`config.mk`:
```
export PLATFORM = sky130hd
export DESIGN_NAME = spi_cmd_sequencer_flat
export DESIGN_NICKNAME = d
export VERILOG_FILES = /design/src/rtl/spi_cmd_sequencer_if.sv /design/src/rtl/spi_cmd_sequencer.sv /design/src/flat_wrapper.sv
export SDC_FILE = /design/constraint.sdc
export NUM_CORES = 1
export LEC_CHECK = 0
export BUFFER_PORTS_ARGS = -buffer_cell sky130_fd_sc_hd__buf_2
export CAP_MARGIN = 20
export CORE_ASPECT_RATIO = 1.25
export CORE_MARGIN = 2
export CORE_UTILIZATION = 60
export CTS_CLUSTER_SIZE = 30
export DETAILED_ROUTE_END_ITERATION = 16
export PLACE_DENSITY = 0.9
export SLEW_MARGIN = 20
export SYNTH_ARGS = -nofsm -noshare
export SYNTH_HDL_FRONTEND = slang
export SYNTH_SLANG_ARGS = --single-unit
```
`constraint.sdc`:
```
create_clock -name clk -period 3.8 [get_ports clk]
set_input_delay 0.38 -clock clk [delete_from_list [all_inputs] [get_ports clk]]
set_output_delay 0.38 -clock clk [all_outputs]
set_load 0.02 [all_outputs]
```
`src/rtl/spi_cmd_sequencer_if.sv`:
```
// Purpose : word-stream input and register-bank output bundle of spi_cmd_sequencer.
// Ports   : word_valid/word_data (SPI receiver -> sequencer); reg_idx/reg_data/reg_wr
//           (sequencer -> command register bank); busy, frame_ok/frame_err, err_code,
//           ok_cnt/err_cnt status.
// Modports: master = word source / bank observer, slave = the sequencer itself.
interface spi_cmd_sequencer_if;
  logic        word_valid;
  logic [15:0] word_data;
  logic [7:0]  reg_idx;
  logic [15:0] reg_data;
  logic        reg_wr;
  logic        busy;
  logic        frame_ok;
  logic        frame_err;
  logic [1:0]  err_code;
  logic [15:0] ok_cnt;
  logic [15:0] err_cnt;

  modport master (
    output word_valid, word_data,
    input  reg_idx, reg_data, reg_wr, busy, frame_ok, frame_err, err_code, ok_cnt, err_cnt
  );

  modport slave (
    input  word_valid, word_data,
    output reg_idx, reg_data, reg_wr, busy, frame_ok, frame_err, err_code, ok_cnt, err_cnt
  );
endinterface

```
`src/rtl/spi_cmd_sequencer.sv`:
```
// Purpose : validates one SPI command frame (header, length, payload, 16-bit checksum),
//           buffers the payload and only after a checksum match replays it into the
//           register bank as (index, data, write-edge) triplets.
// Latency : checksum word at cycle t -> first reg_wr at t+2, one write every 3 cycles,
//           frame_ok at t+3K+1 for K payload words; frame_err the cycle after the fault.
// Backpressure: none on the word stream; words arriving while committing are dropped.
// Ports   : clk, rst_n (async, active low); bus = spi_cmd_sequencer_if.slave.
module spi_cmd_sequencer #(
  parameter int          MAX_WORDS = 12,
  parameter logic [15:0] HEADER    = 16'hA55A,
  parameter int          TIMEOUT   = 1000
) (
  input  logic                 clk,
  input  logic                 rst_n,
  spi_cmd_sequencer_if.slave   bus
);

  // CW holds a payload count 0..MAX_WORDS; AW addresses the buffer.
  localparam int CW = $clog2(MAX_WORDS + 1);
  localparam int AW = (MAX_WORDS > 1) ? $clog2(MAX_WORDS) : 1;
  localparam int TW = $clog2(TIMEOUT + 1);

  localparam logic [CW-1:0] CNT_ONE = CW'(1);
  localparam logic [TW-1:0] TMR_ONE = TW'(1);
  localparam logic [TW-1:0] TMR_MAX = TW'(TIMEOUT);

  localparam logic [1:0] ERR_LEN = 2'd1;
  localparam logic [1:0] ERR_SUM = 2'd2;
  localparam logic [1:0] ERR_TMO = 2'd3;

  typedef enum logic [2:0] {
    S_IDLE,
    S_LEN,
    S_PAYLOAD,
    S_CSUM,
    S_C_SETUP,
    S_C_STROBE,
    S_C_HOLD
  } state_t;

  state_t state, state_nxt;

  logic [15:0]   buf_mem [MAX_WORDS];
  logic [CW-1:0] count;
  logic [CW-1:0] wptr;
  logic [CW-1:0] rptr;
  logic [CW-1:0] rptr_nxt;
  logic [15:0]   sum;
  logic [TW-1:0] timer;

  logic [7:0]    reg_idx_q;
  logic [15:0]   reg_data_q;
  logic          frame_ok_q;
  logic          frame_err_q;
  logic [1:0]    err_code_q;
  logic [15:0]   ok_cnt_q;
  logic [15:0]   err_cnt_q;

  // Control strobes produced by the next-state logic for the datapath.
  logic          start_frame;
  logic          len_ok;
  logic          pay_wr;
  logic          load_reg;
  logic          ok_set;
  logic          err_set;
  logic [1:0]    err_cause;

  logic          len_in_range;
  logic          timed_out;
  logic          rx_state;
  logic          last_pay;
  logic          last_commit;

  assign len_in_range = (bus.word_data != 16'd0) && (bus.word_data <= 16'(MAX_WORDS));
  assign timed_out    = (timer == TMR_MAX);
  assign rx_state     = (state == S_LEN) || (state == S_PAYLOAD) || (state == S_CSUM);
  assign last_pay     = (wptr == count - CNT_ONE);
  assign last_commit  = (rptr == count - CNT_ONE);

  // ---------------------------------------------------------------- state register
  always_ff @(posedge clk or negedge rst_n) begin
    if (!rst_n) begin
      state <= S_IDLE;
    end else begin
      state <= state_nxt;
    end
  end

  // ---------------------------------------------------------------- next state
  // An arriving word always wins over a timeout expiring in the same cycle, so a
  // gap of exactly TIMEOUT idle clocks between words is still legal.
  always_comb begin
    state_nxt   = state;
    start_frame = 1'b0;
    len_ok      = 1'b0;
    pay_wr      = 1'b0;
    load_reg    = 1'b0;
    ok_set      = 1'b0;
    err_set     = 1'b0;
    err_cause   = 2'd0;
    rptr_nxt    = rptr;

    case (state)
      S_IDLE: begin
        if (bus.word_valid && (bus.word_data == HEADER)) begin
          start_frame = 1'b1;
          state_nxt   = S_LEN;
        end
      end

      S_LEN: begin
        if (bus.word_valid) begin
          if (len_in_range) begin
            len_ok    = 1'b1;
            state_nxt = S_PAYLOAD;
          end else begin
            err_set   = 1'b1;
            err_cause = ERR_LEN;
            state_nxt = S_IDLE;
          end
        end else if (timed_out) begin
          err_set   = 1'b1;
          err_cause = ERR_TMO;
          state_nxt = S_IDLE;
        end
      end

      S_PAYLOAD: begin
        if (bus.word_valid) begin
          pay_wr = 1'b1;
          if (last_pay) begin
            state_nxt = S_CSUM;
          end
        end else if (timed_out) begin
          err_set   = 1'b1;
          err_cause = ERR_TMO;
          state_nxt = S_IDLE;
        end
      end

      S_CSUM: begin
        if (bus.word_valid) begin
          if (bus.word_data == sum) begin
            rptr_nxt  = '0;
            load_reg  = 1'b1;
            state_nxt = S_C_SETUP;
          end else begin
            err_set   = 1'b1;
            err_cause = ERR_SUM;
            state_nxt = S_IDLE;
          end
        end else if (timed_out) begin
          err_set   = 1'b1;
          err_cause = ERR_TMO;
          state_nxt = S_IDLE;
        end
      end

      S_C_SETUP: begin
        state_nxt = S_C_STROBE;
      end

      S_C_STROBE: begin
        state_nxt = S_C_HOLD;
      end

      S_C_HOLD: begin
        if (last_commit) begin
          ok_set    = 1'b1;
          state_nxt = S_IDLE;
        end else begin
          rptr_nxt  = rptr + CNT_ONE;
          load_reg  = 1'b1;
          state_nxt = S_C_SETUP;
        end
      end

      default: begin
        state_nxt = S_IDLE;
      end
    endcase
  end

  // ---------------------------------------------------------------- receive datapath
  always_ff @(posedge clk or negedge rst_n) begin
    if (!rst_n) begin
      count <= '0;
      wptr  <= '0;
      sum   <= '0;
      timer <= '0;
    end else begin
      if (start_frame) begin
        sum <= '0;
      end else if (pay_wr) begin
        sum <= sum + bus.word_data;
      end

      if (len_ok) begin
        count <= bus.word_data[CW-1:0];
        wptr  <= '0;
      end else if (pay_wr) begin
        wptr <= wptr + CNT_ONE;
      end

      // Idle-gap timer only runs while a frame is being received.
      if (rx_state && !bus.word_valid && (state_nxt == state)) begin
        timer <= timer + TMR_ONE;
      end else begin
        timer <= '0;
      end
    end
  end

  always_ff @(posedge clk or negedge rst_n) begin
    if (!rst_n) begin
      for (int i = 0; i < MAX_WORDS; i++) begin
        buf_mem[i] <= '0;
      end
    end else if (pay_wr) begin
      buf_mem[wptr[AW-1:0]] <= bus.word_data;
    end
  end

  // ---------------------------------------------------------------- commit datapath
  // reg_idx/reg_data are loaded on the edge into C_SETUP, so they are already valid
  // during C_SETUP and cannot move while reg_wr is high or during C_HOLD.
  always_ff @(posedge clk or negedge rst_n) begin
    if (!rst_n) begin
      rptr       <= '0;
      reg_idx_q  <= '0;
      reg_data_q <= '0;
    end else begin
      rptr <= rptr_nxt;
      if (load_reg) begin
        reg_idx_q  <= 8'(rptr_nxt) + 8'd1;
        reg_data_q <= buf_mem[rptr_nxt[AW-1:0]];
      end
    end
  end

  // ---------------------------------------------------------------- status
  always_ff @(posedge clk or negedge rst_n) begin
    if (!rst_n) begin
      frame_ok_q  <= 1'b0;
      frame_err_q <= 1'b0;
      err_code_q  <= '0;
      ok_cnt_q    <= '0;
      err_cnt_q   <= '0;
    end else begin
      frame_ok_q  <= ok_set;
      frame_err_q <= err_set;
      if (ok_set) begin
        ok_cnt_q <= ok_cnt_q + 16'd1;
      end
      if (err_set) begin
        err_code_q <= err_cause;
        err_cnt_q  <= err_cnt_q + 16'd1;
      end
    end
  end

  // reg_wr is decoded straight from the state so reset drops it immediately.
  assign bus.reg_wr    = (state == S_C_STROBE);
  assign bus.busy      = (state != S_IDLE);
  assign bus.reg_idx   = reg_idx_q;
  assign bus.reg_data  = reg_data_q;
  assign bus.frame_ok  = frame_ok_q;
  assign bus.frame_err = frame_err_q;
  assign bus.err_code  = err_code_q;
  assign bus.ok_cnt    = ok_cnt_q;
  assign bus.err_cnt   = err_cnt_q;

endmodule

```
`src/flat_wrapper.sv`:
```
// flat-port wrapper written by rule: the top's interface ports become plain ports
module spi_cmd_sequencer_flat 
#(
  parameter int          MAX_WORDS = 12,
  parameter logic [15:0] HEADER    = 16'hA55A,
  parameter int          TIMEOUT   = 1000
)
  (clk, rst_n, bus_word_valid, bus_word_data, bus_reg_idx, bus_reg_data, bus_reg_wr, bus_busy, bus_frame_ok, bus_frame_err, bus_err_code, bus_ok_cnt, bus_err_cnt);
  spi_cmd_sequencer_if bus_i ();
  input  logic clk;
  input  logic rst_n;
  input wire logic [$bits(bus_i.word_valid)-1:0] bus_word_valid;
  input wire logic [$bits(bus_i.word_data)-1:0] bus_word_data;
  output wire logic [$bits(bus_i.reg_idx)-1:0] bus_reg_idx;
  output wire logic [$bits(bus_i.reg_data)-1:0] bus_reg_data;
  output wire logic [$bits(bus_i.reg_wr)-1:0] bus_reg_wr;
  output wire logic [$bits(bus_i.busy)-1:0] bus_busy;
  output wire logic [$bits(bus_i.frame_ok)-1:0] bus_frame_ok;
  output wire logic [$bits(bus_i.frame_err)-1:0] bus_frame_err;
  output wire logic [$bits(bus_i.err_code)-1:0] bus_err_code;
  output wire logic [$bits(bus_i.ok_cnt)-1:0] bus_ok_cnt;
  output wire logic [$bits(bus_i.err_cnt)-1:0] bus_err_cnt;
  assign bus_i.word_valid = bus_word_valid;
  assign bus_i.word_data = bus_word_data;
  assign bus_reg_idx = bus_i.reg_idx;
  assign bus_reg_data = bus_i.reg_data;
  assign bus_reg_wr = bus_i.reg_wr;
  assign bus_busy = bus_i.busy;
  assign bus_frame_ok = bus_i.frame_ok;
  assign bus_frame_err = bus_i.frame_err;
  assign bus_err_code = bus_i.err_code;
  assign bus_ok_cnt = bus_i.ok_cnt;
  assign bus_err_cnt = bus_i.err_cnt;
  spi_cmd_sequencer #(.MAX_WORDS(MAX_WORDS), .HEADER(HEADER), .TIMEOUT(TIMEOUT)) u_core (.clk(clk), .rst_n(rst_n), .bus(bus_i));
endmodule
```
# After elaboration in Yosys (flattened, before gate mapping)
# Index checks and enable logic that the tools add are counted.
[totals] elab_cells=116 register_bits=293 in_bits=19 out_inout_bits=62
[op_classes] reduce_logical=13 magnitude_cmp=4 bitwise=2 n_eq_ne=12 n_addsub=8 muxes=52
[op_table] operator="bitwise mux 192 bit" count=1
[op_table] operator="two-way mux 16 bit" count=5
[op_table] operator="binary-select mux 16 bit (select 4 bit)" count=1
[op_table] operator="demux 16 bit (select 4 bit)" count=1
[op_table] operator="adder 16 x 1 -> 16 bit (second input constant)" count=2
[op_table] operator="two-way mux 3 bit" count=8
[op_table] operator="case mux 3 bit (7 select lines)" count=1
[op_table] operator="two-way mux 4 bit" count=5
[op_table] operator="two-way mux 1 bit" count=19
[op_table] operator="adder 16 bit" count=1
[op_table] operator="== test 16 bit" count=1
[op_table] operator="== test 16 bit (second input constant)" count=1
[op_table] operator="<= comparator 16 x 4 -> 1 bit (second input constant)" count=1
[op_table] operator="nonzero test 16 bit" count=1
[op_table] operator="two-way mux 2 bit" count=6
[op_table] operator="adder 10 x 1 -> 10 bit (second input constant)" count=1
[op_table] operator="== test 10 bit (second input constant)" count=1
[op_table] operator=">= comparator 5 bit (second input constant)" count=2
[op_table] operator="two-way mux 10 bit" count=1
[op_table] operator="NOT 4 -> 5 bit" count=2
[op_table] operator="== test 3 bit (second input constant)" count=3
[op_table] operator="adder 4 x 1 -> 4 bit (second input constant)" count=2
[op_table] operator="== test 4 bit" count=2
[op_table] operator="case mux 4 bit (2 select lines)" count=1
[op_table] operator="other kinds (15)" count=22

# Logic depth before layout (Yosys ltp)
[logic_depth] ltp_word=8 depth_mapped=13 mapped_depth_nobuf=10

# Worst setup path before layout
# OpenSTA, ideal clock, no wires.
[synth_timing] path_kind="register to register" from="register u_core.sum[1]" to="register u_core.reg_idx_q[1], in the netlist u_core.bus.reg_idx[1]" arrival_ns=2.829 path_stages_with_launch=12 n_path_buf=3 slack_ns=0.847 period_less_slack_ns=2.953 path_cell_list="dfrtp_1 -> ha_1 -> nor4b_1 -> nand4_1 -> nor3_4 -> mux2i_1 -> a22o_1 -> buf_2 -> buf_4 -> buf_2 -> ha_1 -> mux2_2"
[synth_via] elab_chain_cells=5 word_cells_on_any_way=8 cone_classes="add/sub: 1; eq/ne: 1; mux: 6"
[synth_lines] item="start: declaration" line="spi_cmd_sequencer.sv:48" text="logic [15:0] sum;"
[synth_lines] item="start signal: assignment" line="spi_cmd_sequencer.sv:195" text="sum <= sum + bus.word_data;"
[synth_lines] item="== test 16 bit" line="spi_cmd_sequencer.sv:143" text="if (bus.word_data == sum) begin"
[synth_lines] item="two-way mux 4 bit" line="spi_cmd_sequencer.sv:143"
[synth_lines] item="two-way mux 4 bit" line="spi_cmd_sequencer.sv:142" text="if (bus.word_valid) begin"
[synth_lines] item="case mux 4 bit (2 select lines)" line="spi_cmd_sequencer.sv:103" text="case (state)"
[synth_lines] item="net u_core.rptr_nxt[1]" line="spi_cmd_sequencer.sv:47" text="logic [CW-1:0] rptr_nxt;"
[synth_lines] item="adder 4 x 1 -> 5 bit" line="spi_cmd_sequencer.sv:235" text="reg_idx_q <= 8'(rptr_nxt) + 8'd1;"
[synth_lines] item="end signal: assignment" line="spi_cmd_sequencer.sv:235"
[synth_lines] item="end: declaration" line="spi_cmd_sequencer.sv:51" text="logic [7:0] reg_idx_q;"
# The timed path passes the listed nets, and every way through them passes these cells.
# A chain may end at the register's enable or synchronous reset.

# Worst setup path in the final report
[layout_timing] from="register u_core.sum[1]" to="register u_core.reg_data_q[8], in the netlist u_core.bus.reg_data[8]"
[layout_via] elab_chain_cells=8 word_cells_on_any_way=11 cone_classes="eq/ne: 1; mux: 9; bitwise: 1"
[layout_lines] item="== test 16 bit *" line="spi_cmd_sequencer.sv:143"
[layout_lines] item="two-way mux 4 bit" line="spi_cmd_sequencer.sv:143"
[layout_lines] item="two-way mux 4 bit" line="spi_cmd_sequencer.sv:142"
[layout_lines] item="case mux 4 bit (2 select lines)" line="spi_cmd_sequencer.sv:103"
[layout_lines] item="NOT 4 -> 5 bit (implied by the code)" line="spi_cmd_sequencer.sv:236" text="reg_data_q <= buf_mem[rptr_nxt[AW-1:0]];"
[layout_lines] item="binary-select mux 16 bit (select 4 bit)" line="spi_cmd_sequencer.sv:236"
[layout_lines] item="two-way mux 16 bit (implied by the code) (2 in a row)" line="spi_cmd_sequencer.sv:236"
[layout_lines] item="end signal: assignment" line="spi_cmd_sequencer.sv:236"
[layout_lines] item="end: declaration" line="spi_cmd_sequencer.sv:52" text="logic [15:0] reg_data_q;"
# Every way passes the cells marked *; elsewhere a longest branch is shown, timed or not. The select of a mux whose other input is x is not followed.

==> flow_results.org <==
** Run
- Max-cap violations in this run came to 0.

** STA
- Once routing completed, OpenROAD measured the worst setup slack at 0.2832 ns.
- Timing would allow up to 284.4 MHz.
- Share of the cycle needed by the critical path after routing :: 0.9255
- Measured against its own limit, the worst slew margin works out to 0.2110.
- Setup Total Neg Slack :: 0 ns
- Final Skew :: 0.007723 ns
- The number of slew-limit violations in the final report was 0.
- Setup repair after global routing missed its margin :: no
- Transition time at the pin with the least slew margin :: 1.181 ns
- Subtracting the final worst setup slack from the clock period gives 3.517 ns.
- Final Hold Fails :: 0
- Final setup viols :: 0

** Critical path
- In this run the critical register-to-register path is launched from u_core.sum[1].
- The critical path starts at u_core.sum[1].
- Critical path data arrival time :: 3.93 ns
- On the worst path, the slowest cell contributes a delay of 0.43 ns.
- The most critical setup path has its endpoint at u_core.bus.reg_data[8].
- Critical Path Start Type :: flop
- Critical-path maximum fanout :: 100
- The slowest stage of the critical path is the sky130_fd_sc_hd__mux2_2 cell.
- The worst setup path is of the flop to flop kind.
- The critical path goes through ha_1 -> nor4b_1 -> nand4_1 -> o311ai_0 -> buf_4 -> nand3_4 -> buf_12 -> mux2_2 -> nand2_1 -> o21ai_0 -> a221o_1.
- The setup check on the worst reg-to-reg path leaves a slack of 0.28 ns.
- Required time of the critical path :: 4.21 ns
- Measured in cells, the most critical reg-to-reg path has a length of 11.
- In this run the critical register-to-register path is captured at u_core.bus.reg_data[8].
- Category of the worst setup path capture point :: flop

** Floorplanning
- Height of the die :: 176.0 um
- Full die area :: 24,920 um2
- The floorplan step defined a core boundary enclosing 23,120 um2.
- Initial core utilization :: 0.6143
- Die Wd :: 141.6 um
- Total number of placement rows :: 62
- Top-level I/O count :: 81

** Yosys
- Of all flip-flops after synthesis, the portion carrying an async set or reset was 1.000.
- Synthesized instance count :: 1,143
- Cell types occupying the most area after synthesis :: sky130_fd_sc_hd__dfrtp_1 (51%), sky130_fd_sc_hd__mux2_2 (19%), sky130_fd_sc_hd__mux2i_1 (6.1%)
- Count of warnings emitted by yosys :: 0
- Cell accounting for the most synthesized area :: sky130_fd_sc_hd__dfrtp_1
- Cell Area, Synth :: 14,200 um2
- After synthesis, the mean cell area works out to 12.42 um2.
- Commonest cells in the synthesized netlist :: sky130_fd_sc_hd__dfrtp_1 (290), sky130_fd_sc_hd__mux2_2 (243), sky130_fd_sc_hd__mux2i_1 (86)
- Synthesis-stage register bit count :: 290
- Area fraction of the dominant cell type after synthesis :: 0.5111
- By instance count, the leading cell after synthesis is sky130_fd_sc_hd__dfrtp_1.
- In this run, synthesis inferred 0 flip-flops with an integrated enable.
- The number of different library cells used by synthesis comes to 59.
- Among all flip-flop cells after synthesis, the most frequent one is sky130_fd_sc_hd__dfrtp_1.
- For this run, the register share of the synthesized area comes to 0.5111.

** Layout
- The repair_antennas step left the layout with diodes totalling 0.
- Final nets :: 1,256
- For this run, the number of standard cells in the final layout without fillers is 1,516.
- Relative area change from synthesis to final layout :: 11.87%
- Of the cells placed in the final design, the portion with a size suffix greater than 1 is 0.3379.

** Run status
- The run finished with clean final reports.

** Route
- The detailed router finished its first iteration with 825 violations.
- After detailed routing, the number of remaining DRC violations is 0.
- Vias after detailed routing :: 9,525
- Wire length reported by the detailed router :: 32.64 mm
- Vias per Instance :: 6.283
- In this run the remaining antenna-violating nets after routing total 0.
- The first detailed-routing pass ran for 5 iterations.
- Detailed-route wire length per cell :: 21.53 um

** Global routing
- GRT overflow :: 0
- Entering global routing, the biggest net connects 101 pins.
- The first global-routing pass estimated 52.99 mm of wire.
- Total track usage :: 0.2677
- The number of global-route vias before repair is 9,835.
- The initial antenna violation count is 0.

** Placed design
- Routability cong. :: 0.9096
- Timing analysis after detailed placement gives a worst setup slack of 0.3524 ns.
- Half-perimeter wire length after placement :: 20.37 mm
- The number of placed instances, taps included, is 1,468.
- Port bufs :: 77

** Hold path
- Class of the worst hold path :: primary input to flop

** Clock network
- Clock insertion delay at the later pin of the skew report :: 0.53 ns
- CTS tree :: done
- Clock root cell :: sky130_fd_sc_hd__clkbuf_16
- After clock tree synthesis, the clock-pin slew on the worst setup and hold paths is 0.07 ns.
- Clock Sinks :: 290
- In this run, CTS created clock tree buffers numbering 27.
- Gates resized, CTS repair :: 0
- The clock passes through at most 3 buffers.
- H-tree lvl count :: 1

** Power
- For this design the static power due to leakage is 0.008245 uW.
- Power spread over the standard cell area amounts to 446.1 nW/um2.
- VDD sags by at most 0.3929 mV.
-- stage by stage --
stage                     utilization  hold slack [ns]  instance area, um2  power (uW)
after floorplan                     -          0.08441               14210        3951
after global placement         0.6451           0.4372               14910        4158
after detailed placement       0.6451           0.4369               14910        4199
after CTS                      0.6872           0.3156               15890        7106
after global routing           0.6872           0.3472               15890        7349
final                          0.6872           0.3311               15890        7086
-- cell families (layout without fill, tap and decap cells) --
family                   Yosys count  in the layout  synth area share
XOR/XNOR                          66             66           0.04265
AND/OR/NAND/NOR                  221            221           0.07719
other                              1              3         0.0002641
buffers and inverters             86            169           0.02864
AO/OA/AOI/OAI                    122            122           0.06098
flip-flops                       290            290            0.5111
adder cells (fa/ha/maj)           27             27           0.02432
multiplexers                     330            330            0.2549
-- flip-flops by register name, summed over array words and instances, names as in the netlist --
| register | flops |
|---|---|
| u_core.timer | 10 |
| u_core.buf_mem | 192 |
| u_core.bus.err_code | 2 |
| u_core.bus.reg_idx | 5 |
| u_core.state | 3 |
| u_core.bus.err_cnt | 16 |
| u_core.sum | 16 |
| u_core.bus.frame_ok | 1 |
| u_core.count | 4 |
| u_core.bus.reg_data | 16 |
| u_core.bus.ok_cnt | 16 |
| u_core.wptr | 4 |
| u_core.rptr | 4 |
| u_core.bus.frame_err | 1 |
-- layer usage --
metal	GRT usage	vias up	routed length, um
met4	0.09167	0	866
li1	-	4245	-
met3	0.03092	73	1965
met2	0.4656	347	16800
met1	0.3509	4860	13010
met5	0	-	0
-- worst min-delay path by stage --
stage                           start             endpoint  slack, ns  depth (start not counted)
floorplan                       rst_n    u_core.buf_mem[0]       0.08                          0
global placement                rst_n  u_core.buf_mem[139]       0.44                          1
detailed placement              rst_n  u_core.buf_mem[139]       0.44                          1
CTS                  bus_word_data[0]        u_core.sum[0]       0.32                          4
global route        bus_word_data[12]   u_core.buf_mem[60]       0.35                          2
finish               bus_word_data[0]        u_core.sum[0]       0.33                          4
-- worst max-delay path: cells and delay by family (launching register included) --
kind / cells / cell delay [ns]
adder cells (fa/ha/maj): 1 / 0.32
multiplexers: 1 / 0.43
AO/OA/AOI/OAI: 3 / 0.83
flip-flops: 1 / 0.42
AND/OR/NAND/NOR: 4 / 0.78
buffers and inverters: 2 / 0.42
-- cells in the final DEF, fill, tap and decap left out, drive strengths merged, types with 17 or more instances in the layout --
cell type	n
dfrtp	290
mux2	243
buf	104
mux2i	87
nand2	75
nor2	48
o21ai	43
clkbuf	35
xnor2	33
xor2	31
ha	26
nand3	23
o22ai	23
nor3	20
inv	17
-- power breakdown --
group	internal, uW	total [uW]	switching, uW
clock	1770	2910	1140
sequential	3240	3350	110
combinational	351	819	468
-- repair_timing --
| item | CTS | global route |
|---|---|---|
| buffers inserted | 0 | 0 |
| hold buffers | 1 | 0 |
| endpoints found under the hold margin | 88 | 0 |
-- cell type report --
type,count,area (um2)
clock inverters,12,187.7
multi-input cells,769,6570
well taps,288,360.3
repair buffers,105,670.6
clock buffers,35,775.7
inverters,17,63.81
fillers,1518,7232
flip-flops and latches,290,7257
Power figures use the tool's default switching activity.
